===== src/rtl/ysyx_25060170_ifu_prefetch_pkg.sv =====
// Shared IFU prefetch definitions: reset PC, fetch state encoding, FIFO entry layout.
// Pure definitions; no latency or backpressure of its own.
package ysyx_25060170_ifu_prefetch_pkg;

  localparam logic [31:0] RESET_PC_DEF = 32'h8000_0000;

  localparam logic [0:0] ST_RUN  = 1'b0;
  localparam logic [0:0] ST_HALT = 1'b1;

  localparam int ENT_FLAG_W = 2;

  typedef struct packed {
    logic err;
    logic misalign;
  } ent_flags_t;

  // Entry layout is {inst, pc, flags}.
  function automatic int ent_w(input int xlen);
    return 2 * xlen + ENT_FLAG_W;
  endfunction

endpackage


===== src/rtl/ysyx_25060170_ifu_prefetch_if.sv =====
// Redirect, memory request/response and IDU hand-off signals of the fetch unit.
// master = IFU side, slave = memory/EXU/IDU side.
interface ysyx_25060170_ifu_prefetch_if #(
  parameter int XLEN = 32
);
  logic            redirect_valid;
  logic [XLEN-1:0] redirect_pc;
  logic            req_valid;
  logic            req_ready;
  logic [XLEN-1:0] req_addr;
  logic            rsp_valid;
  logic [XLEN-1:0] rsp_data;
  logic            rsp_err;
  logic            inst_valid;
  logic            inst_ready;
  logic [XLEN-1:0] inst;
  logic [XLEN-1:0] inst_pc;
  logic            inst_err;
  logic            inst_misalign;

  modport master (
    input  redirect_valid, redirect_pc, req_ready, rsp_valid, rsp_data, rsp_err, inst_ready,
    output req_valid, req_addr, inst_valid, inst, inst_pc, inst_err, inst_misalign
  );

  modport slave (
    output redirect_valid, redirect_pc, req_ready, rsp_valid, rsp_data, rsp_err, inst_ready,
    input  req_valid, req_addr, inst_valid, inst, inst_pc, inst_err, inst_misalign
  );
endinterface


===== src/rtl/ysyx_25060170_sync_fifo.sv =====
// Registered FIFO with flush; a push in the flush cycle lands in the emptied FIFO.
// Head visible the cycle after push; no backpressure, caller never overfills or underflows.
module ysyx_25060170_sync_fifo #(
  parameter int W     = 32,
  parameter int DEPTH = 4
) (
  input  logic                     clk,
  input  logic                     rst,
  input  logic                     push,
  input  logic [W-1:0]             push_dat,
  input  logic                     pop,
  input  logic                     flush,
  output logic [W-1:0]             head_dat,
  output logic [$clog2(DEPTH):0]   cnt
);
  localparam int AW = $clog2(DEPTH);

  logic [W-1:0]  mem_q [DEPTH];
  logic [W-1:0]  mem_d [DEPTH];
  logic [AW-1:0] wr_q, wr_d, rd_q, rd_d, wr_b, rd_b;
  logic [AW:0]   cnt_q, cnt_d, cnt_b;
  logic          pop_e;

  always_comb begin
    mem_d = mem_q;
    wr_b  = flush ? '0 : wr_q;
    rd_b  = flush ? '0 : rd_q;
    cnt_b = flush ? '0 : cnt_q;
    pop_e = pop & ~flush;
    wr_d  = wr_b;
    rd_d  = pop_e ? rd_b + AW'(1) : rd_b;
    if (push) begin
      mem_d[wr_b] = push_dat;
      wr_d        = wr_b + AW'(1);
    end
    cnt_d = cnt_b + (AW+1)'(push) - (AW+1)'(pop_e);
  end

  always_ff @(posedge clk or negedge rst) begin
    if (!rst) begin
      for (int i = 0; i < DEPTH; i++) mem_q[i] <= '0;
      wr_q  <= '0;
      rd_q  <= '0;
      cnt_q <= '0;
    end else begin
      mem_q <= mem_d;
      wr_q  <= wr_d;
      rd_q  <= rd_d;
      cnt_q <= cnt_d;
    end
  end

  assign head_dat = mem_q[rd_q];
  assign cnt      = cnt_q;
endmodule


===== src/rtl/ysyx_25060170_ifu_prefetch.sv =====
// Prefetching IFU: sequential PC+4 fetch, in-order buffer, redirect flush (misalign HALT under YSYX_25060170_IFU_MISALIGN_CHK_EN).
// Response to inst_valid 1 cycle, redirect to new request 1 cycle; issue stalls when pend+cnt reaches FIFO_DEPTH.
module ysyx_25060170_ifu_prefetch
  import ysyx_25060170_ifu_prefetch_pkg::*;
#(
  parameter int              XLEN       = 32,
  parameter logic [XLEN-1:0] RESET_PC   = XLEN'(RESET_PC_DEF),
  parameter int              FIFO_DEPTH = 4
) (
  input logic                            clk,
  input logic                            rst,
  ysyx_25060170_ifu_prefetch_if.master   bus
);
  localparam int CW = $clog2(FIFO_DEPTH) + 1;
  localparam int EW = ent_w(XLEN);

  logic [XLEN-1:0] fetch_pc_q, fetch_pc_d;
  logic [CW-1:0]   pend_q, pend_d, drop_q, drop_d;
  logic [0:0]      state_q, state_d;
  logic [CW-1:0]   cnt, aq_cnt;
  logic [XLEN-1:0] aq_head, tgt;
  logic [EW-1:0]   ent_push, ent_head;
  ent_flags_t      fl_push, fl_head;
  logic            credit, req_fire, rsp_keep, aq_pop, fq_push, tgt_mis;

`ifdef YSYX_25060170_IFU_MISALIGN_CHK_EN
  assign tgt     = bus.redirect_pc;
  assign tgt_mis = |bus.redirect_pc[1:0];
`else
  assign tgt     = bus.redirect_pc & ~XLEN'(3);
  assign tgt_mis = 1'b0;
`endif

  // Credits cover both in-flight and buffered fetches, so a push never meets a full FIFO.
  assign credit        = ({1'b0, pend_q} + {1'b0, cnt}) < (CW+1)'(FIFO_DEPTH);
  assign bus.req_valid = rst & (state_q == ST_RUN) & ~bus.redirect_valid & credit;
  assign bus.req_addr  = fetch_pc_q;
  assign req_fire      = bus.req_valid & bus.req_ready;

  assign rsp_keep = bus.rsp_valid & ~bus.redirect_valid & (drop_q == '0);
  assign aq_pop   = rsp_keep & (aq_cnt != '0);
  assign fq_push  = rsp_keep | (bus.redirect_valid & tgt_mis);

  always_comb begin
    fl_push  = '{err: bus.rsp_err, misalign: 1'b0};
    ent_push = {bus.rsp_data, aq_head, fl_push};
    if (bus.redirect_valid) begin
      fl_push  = '{err: 1'b0, misalign: 1'b1};
      ent_push = {{XLEN{1'b0}}, tgt, fl_push};
    end
  end

  always_comb begin
    fetch_pc_d = fetch_pc_q;
    pend_d     = pend_q + CW'(req_fire) - CW'(bus.rsp_valid);
    drop_d     = drop_q;
    state_d    = state_q;
    if (req_fire) fetch_pc_d = fetch_pc_q + XLEN'(4);
    if (bus.rsp_valid && drop_q != '0) drop_d = drop_q - CW'(1);
    // Everything still in flight after this cycle's response is stale.
    if (bus.redirect_valid) begin
      fetch_pc_d = tgt;
      drop_d     = pend_q - CW'(bus.rsp_valid);
      state_d    = tgt_mis ? ST_HALT : ST_RUN;
    end
  end

  always_ff @(posedge clk or negedge rst) begin
    if (!rst) begin
      fetch_pc_q <= RESET_PC;
      pend_q     <= '0;
      drop_q     <= '0;
      state_q    <= ST_RUN;
    end else begin
      fetch_pc_q <= fetch_pc_d;
      pend_q     <= pend_d;
      drop_q     <= drop_d;
      state_q    <= state_d;
    end
  end

  ysyx_25060170_sync_fifo #(.W(XLEN), .DEPTH(FIFO_DEPTH)) u_addr_q (
    .clk      (clk),
    .rst      (rst),
    .push     (req_fire),
    .push_dat (fetch_pc_q),
    .pop      (aq_pop),
    .flush    (bus.redirect_valid),
    .head_dat (aq_head),
    .cnt      (aq_cnt)
  );

  ysyx_25060170_sync_fifo #(.W(EW), .DEPTH(FIFO_DEPTH)) u_inst_q (
    .clk      (clk),
    .rst      (rst),
    .push     (fq_push),
    .push_dat (ent_push),
    .pop      (bus.inst_valid & bus.inst_ready),
    .flush    (bus.redirect_valid),
    .head_dat (ent_head),
    .cnt      (cnt)
  );

  assign {bus.inst, bus.inst_pc, fl_head} = ent_head;
  assign bus.inst_valid    = cnt != '0;
  assign bus.inst_err      = fl_head.err;
  assign bus.inst_misalign = fl_head.misalign;
endmodule


===== src/flat_wrapper.sv =====
// flat-port wrapper written by rule: the top's interface ports become plain ports
module ysyx_25060170_ifu_prefetch_flat import ysyx_25060170_ifu_prefetch_pkg::*;
#(
  parameter int              XLEN       = 32,
  parameter logic [XLEN-1:0] RESET_PC   = XLEN'(RESET_PC_DEF),
  parameter int              FIFO_DEPTH = 4
)
  (clk, rst, bus_redirect_valid, bus_redirect_pc, bus_req_ready, bus_rsp_valid, bus_rsp_data, bus_rsp_err, bus_inst_ready, bus_req_valid, bus_req_addr, bus_inst_valid, bus_inst, bus_inst_pc, bus_inst_err, bus_inst_misalign);
  ysyx_25060170_ifu_prefetch_if #(.XLEN(XLEN)) bus_i ();
  input logic clk;
  input logic rst;
  input wire logic [$bits(bus_i.redirect_valid)-1:0] bus_redirect_valid;
  input wire logic [$bits(bus_i.redirect_pc)-1:0] bus_redirect_pc;
  input wire logic [$bits(bus_i.req_ready)-1:0] bus_req_ready;
  input wire logic [$bits(bus_i.rsp_valid)-1:0] bus_rsp_valid;
  input wire logic [$bits(bus_i.rsp_data)-1:0] bus_rsp_data;
  input wire logic [$bits(bus_i.rsp_err)-1:0] bus_rsp_err;
  input wire logic [$bits(bus_i.inst_ready)-1:0] bus_inst_ready;
  output wire logic [$bits(bus_i.req_valid)-1:0] bus_req_valid;
  output wire logic [$bits(bus_i.req_addr)-1:0] bus_req_addr;
  output wire logic [$bits(bus_i.inst_valid)-1:0] bus_inst_valid;
  output wire logic [$bits(bus_i.inst)-1:0] bus_inst;
  output wire logic [$bits(bus_i.inst_pc)-1:0] bus_inst_pc;
  output wire logic [$bits(bus_i.inst_err)-1:0] bus_inst_err;
  output wire logic [$bits(bus_i.inst_misalign)-1:0] bus_inst_misalign;
  assign bus_i.redirect_valid = bus_redirect_valid;
  assign bus_i.redirect_pc = bus_redirect_pc;
  assign bus_i.req_ready = bus_req_ready;
  assign bus_i.rsp_valid = bus_rsp_valid;
  assign bus_i.rsp_data = bus_rsp_data;
  assign bus_i.rsp_err = bus_rsp_err;
  assign bus_i.inst_ready = bus_inst_ready;
  assign bus_req_valid = bus_i.req_valid;
  assign bus_req_addr = bus_i.req_addr;
  assign bus_inst_valid = bus_i.inst_valid;
  assign bus_inst = bus_i.inst;
  assign bus_inst_pc = bus_i.inst_pc;
  assign bus_inst_err = bus_i.inst_err;
  assign bus_inst_misalign = bus_i.inst_misalign;
  ysyx_25060170_ifu_prefetch #(.XLEN(XLEN), .RESET_PC(RESET_PC), .FIFO_DEPTH(FIFO_DEPTH)) u_core (.clk(clk), .rst(rst), .bus(bus_i));
endmodule

===== config.mk =====
export PLATFORM = sky130hd
export DESIGN_NAME = ysyx_25060170_ifu_prefetch_flat
export DESIGN_NICKNAME = d
export VERILOG_FILES = /design/src/rtl/ysyx_25060170_ifu_prefetch_pkg.sv /design/src/rtl/ysyx_25060170_ifu_prefetch_if.sv /design/src/rtl/ysyx_25060170_sync_fifo.sv /design/src/rtl/ysyx_25060170_ifu_prefetch.sv /design/src/flat_wrapper.sv
export SDC_FILE = /design/constraint.sdc
export NUM_CORES = 1
export LEC_CHECK = 0
export ABC_AREA = 1
export CORE_MARGIN = 8
export CORE_UTILIZATION = 53
export DETAILED_ROUTE_END_ITERATION = 10
export MAX_ROUTING_LAYER = met4
export PLACE_DENSITY = 0.77
export SLEW_MARGIN = 20
export SYNTH_ARGS = -nofsm -noshare
export SYNTH_HDL_FRONTEND = slang
export SYNTH_SLANG_ARGS = --single-unit

===== constraint.sdc =====
create_clock -name clk -period 2.4 [get_ports clk]
set_input_delay 0.36 -clock clk [delete_from_list [all_inputs] [get_ports clk]]
set_output_delay 0.36 -clock clk [all_outputs]
set_load 0.02 [all_outputs]

==> results of run 1 <==
cell type report:
class	count	area share [%]
Timing Repair Buffer	243	10.02
Tap cell	511	2.672
Clock buffer	68	5.747
Multi-Input combinational cell	1812	33.94
Sequential cell	430	45.00
Clock inverter	12	0.5909
Inverter	127	2.034
worst max-delay path by stage:
stage	startpoint	end	slack [ns]	cells past startpoint
6_report	u_core.u_inst_q.rd_q[0]	bus_inst_err	-0.01	4
3_3_place_gp	bus_redirect_valid	u_core.u_addr_q.cnt[1]	-0.04	12
3_5_place_dp	bus_redirect_valid	u_core.u_addr_q.cnt[1]	-0.03	12
2_1_floorplan	u_core.pend_q[2]	u_core.u_addr_q.cnt[2]	0.02	12
4_1_cts	u_core.u_inst_q.rd_q[0]	bus_inst_pc[29]	-0.10	6
5_1_grt	u_core.u_inst_q.rd_q[0]	bus_inst_pc[12]	-0.08	6
layer usage:
layer | GRT usage (%) | vias to the layer above | wire, um
li1 | - | 8397 | -
met4 | 9.478 | 0 | 1776
met5 | - | - | 0
met1 | 33.56 | 8664 | 23380
met2 | 42.11 | 815 | 26760
met3 | 4.218 | 136 | 4572
cells by family after synthesis:
group                    after synthesis  synth area share [%]
AND/OR/NAND/NOR                     1292                 25.59
AO/OA/AOI/OAI                        483                 12.65
flip-flops                           430                 53.82
buffers and inverters                284                 5.832
adder cells (fa/ha/maj)               24                 1.614
XOR/XNOR                              11                0.4818
other                                  1               0.01875
state kept, by name, summed over array words and instances (netlist names):
| signal | flops |
|---|---|
| u_core.u_addr_q.cnt | 3 |
| u_core.u_addr_q.mem_q | 120 |
| u_core.u_inst_q.rd_q | 2 |
| u_core.drop_q | 3 |
| u_core.u_inst_q.mem_q | 260 |
| u_core.u_inst_q.wr_q | 2 |
| u_core.bus.req_addr | 30 |
| u_core.u_addr_q.rd_q | 2 |
| u_core.u_addr_q.wr_q | 2 |
| u_core.u_inst_q.cnt | 3 |
| u_core.pend_q | 3 |
power by group through the flow:
stage	clock, mW	combinational (mW)	sequential, mW
finish	7.10	7.15	9.18
global route	7.49	7.89	9.31
CTS	7.20	7.18	9.15
detailed placement	0	7.42	9.25
global placement	0	7.22	9.20
floorplan	0	4.20	9.18
critical path: cells and delay by family (launching register included):
kind	cells	cell delay [ns]
AO/OA/AOI/OAI	2	0.40
buffers and inverters	2	0.60
flip-flops	1	0.51
repair_timing:
action,in CTS,in global routing
hold buffers,1,0
cloned,3,0
resized for setup,252,54
endpoints found under the setup margin,67,45
pin swaps,2,4
endpoints found under the hold margin,1,0
per-stage QoR:
step                      hold slack (ns)  setup TNS [ns]  instance area [sq um]  std cells
after global placement             0.3376        -0.08065                  22480       3119
after CTS                          0.3657         -0.3397                  23980       3203
after global routing               0.3801         -0.7506                  23930       3203
after floorplan                   0.06441               0                  20010       2526
after detailed placement           0.3378        -0.05835                  22480       3119
final                              0.3685        -0.02054                  23930       3203
synth_stat cells, types with 3 or more instances:
cell type,count,share of area (%)
buf_1,10,0.19
ha_1,21,1.3
a21oi_1,4,0.10
nand3_1,155,3.9
nor2_2,3,0.094
xnor2_1,3,0.13
o21ai_1,81,2.0
o22ai_1,65,2.0
fa_1,3,0.30
o21ai_0,321,8.0
nand4_1,3,0.094
buf_4,3,0.11
nand3b_1,3,0.11
nand2_1,938,18
dfrtp_1,429,54
nand2_2,9,0.28
buf_2,70,1.8
xor2_1,8,0.35
clkbuf_1,74,1.4
inv_1,124,2.3
o211ai_1,12,0.45
nor2_1,174,3.3
==> reports/results.tsv, run 1 <==
stage	metric	value	unit
status	status	finished with violations	
status	failing checks	setup timing	
floorplan	FP Rows	71	
clock_tree	setup bufs post-CTS	0	
floorplan	Die Width	210.2	um
drt	# DRC	0	
timing	# setup viols final	2	
final_layout	commonest non-fill, non-tap cell in the layout	nand2_1	
drt	Detailed Route WL	56490	um
worst_setup_path	CP Cell Sequence	buf_6 -> o21ai_0 -> o22ai_2 -> clkdlybuf4s15_2	
power	total power	23.44	mW
power	Psw	8.096	mW
drt	DR vias/cell	5.623	
timing	FMAX	414.3	MHz
floorplan	Core ar.	0.03740	sq mm
worst_setup_path	CP max stage delay	0.51	ns
drt	overall via count from detail_route	18012	
timing	worst-margin pin slew	0.9180	ns
floorplan	IO Pins	171	
min_path	Hold Crit Class	in -> async	
worst_setup_path	crit path DAT	2.05	ns
clock_tree	H-tree levels	2	
clock_tree	CTS sink count	430	
worst_setup_path	reg2reg end	u_core.u_addr_q.cnt[1]	
synth	#FFs+latches synth	430	
clock_tree	Root Buffer	clkbuf_16	
worst_setup_path	CP max-delay cell	dfrtp_4	
worst_setup_path	Critical Path Sink Type	output pin	
timing	post-layout min period	2.414	ns
synth	Netlist cell types	31	
synth	Synth Area per Inst	7.919	sq um
flow_run	Max-cap violations	0	
global_routing	largest net degree at the start of global routing	153	
final_layout	FF/Latch Area	0.01077	sq mm
timing	final period utilization	100.6	%
floorplan	Starting Density	53.47	%
power	Int Power	15.34	mW
floorplan	chip height	210.2	um
power	register share of total power	39.2	%
final_layout	footprint of the multi-input gates	0.008120	sq mm
drt	Post-DRT Antenna Nets	0	
floorplan	die area	0.04420	sq mm
drt	WL/cell	17.64	um
power	maximum VDD drop	530.8	uV
global_routing	Overflow after GRT	0	
synth	EDFF count, synth	0	
worst_setup_path	WP data required	2.04	ns
drt	number of iterations in the first detailed-routing pass	8	
synth	Synth Warn #	0	
final_layout	fillers	3151	
synth	ys async rst share	100.0	%
worst_setup_path	R2R cell count	12	
timing	Max transition margin	38.80	%
clock_tree	CTS tree	built	
clock_tree	Worst-path clk slew	0.06	ns
placement	dpl hpwl	35720	um
synth	sequential area share after synthesis	53.82	%
placement	worst slack, placed	-0.03499	ns
final_layout	layout cells sized above 1	9.027	%
worst_setup_path	R2R setup slack	0.17	ns
clock_tree	Clock Latency Late Sink	0.56	ns
final_layout	fin util	63.98	%
placement	PortBufs	166	
global_routing	Total GRT Usage	26.23	%
final_layout	commonest non-fill, non-tap cells in the layout	nand2_1 (938), dfrtp_1 (427), o21ai_0 (314)	
final_layout	Antenna Cells	0	
synth	Main synth FF type	dfrtp_1	
final_layout	Nets	2754	
clock_tree	Bufs on Longest Clock Path	3	
timing	Final Max Slew Viols	0	
power	PD cells	979.5	mW/mm^2
power	Sw Ratio	34.55	%
timing	skew final	0.02225	ns
final_layout	Synth-to-Final Area Change	19.65	%
timing	Hold Vio Cnt, Final	0	
synth	Syn Inst Count	2525	
synth	Synth Cell Area	0.02000	sq mm
worst_setup_path	Worst Setup Start Kind	register	
worst_setup_path	CP Max Fanout	38	
worst_setup_path	reg2reg start	u_core.drop_q[0]	
timing	RSZ-0062 raised after global routing	yes	
power	P_leak	12.01	nW
timing	PnR worst setup slack	-0.01397	ns
worst_setup_path	Crit Path Class	reg -> out	
clock_tree	number of buffers created by CTS	45	
drt	1st-iter DRT viols	1905	
global_routing	global-route wire length before repair	92080	um
power	clock share of power	30.3	%
global_routing	initial antenna violation count	0	
placement	gp weighted congestion	0.9179	
global_routing	vias in the first global route	17909	
power	combinational share of power	30.5	%
Power figures use the tool's default switching activity.
==> inputs of run 2 (changes only) <==
--- a/config.mk
+++ b/config.mk
@@ -9,6 +9,7 @@
 export CORE_MARGIN = 8
 export CORE_UTILIZATION = 53
 export DETAILED_ROUTE_END_ITERATION = 10
+export HOLD_SLACK_MARGIN = 0.02
 export MAX_ROUTING_LAYER = met4
 export PLACE_DENSITY = 0.77
 export SLEW_MARGIN = 20
==> results of run 2 <==
Same layout as run 1: the final DEF is identical, and so are final timing and power.
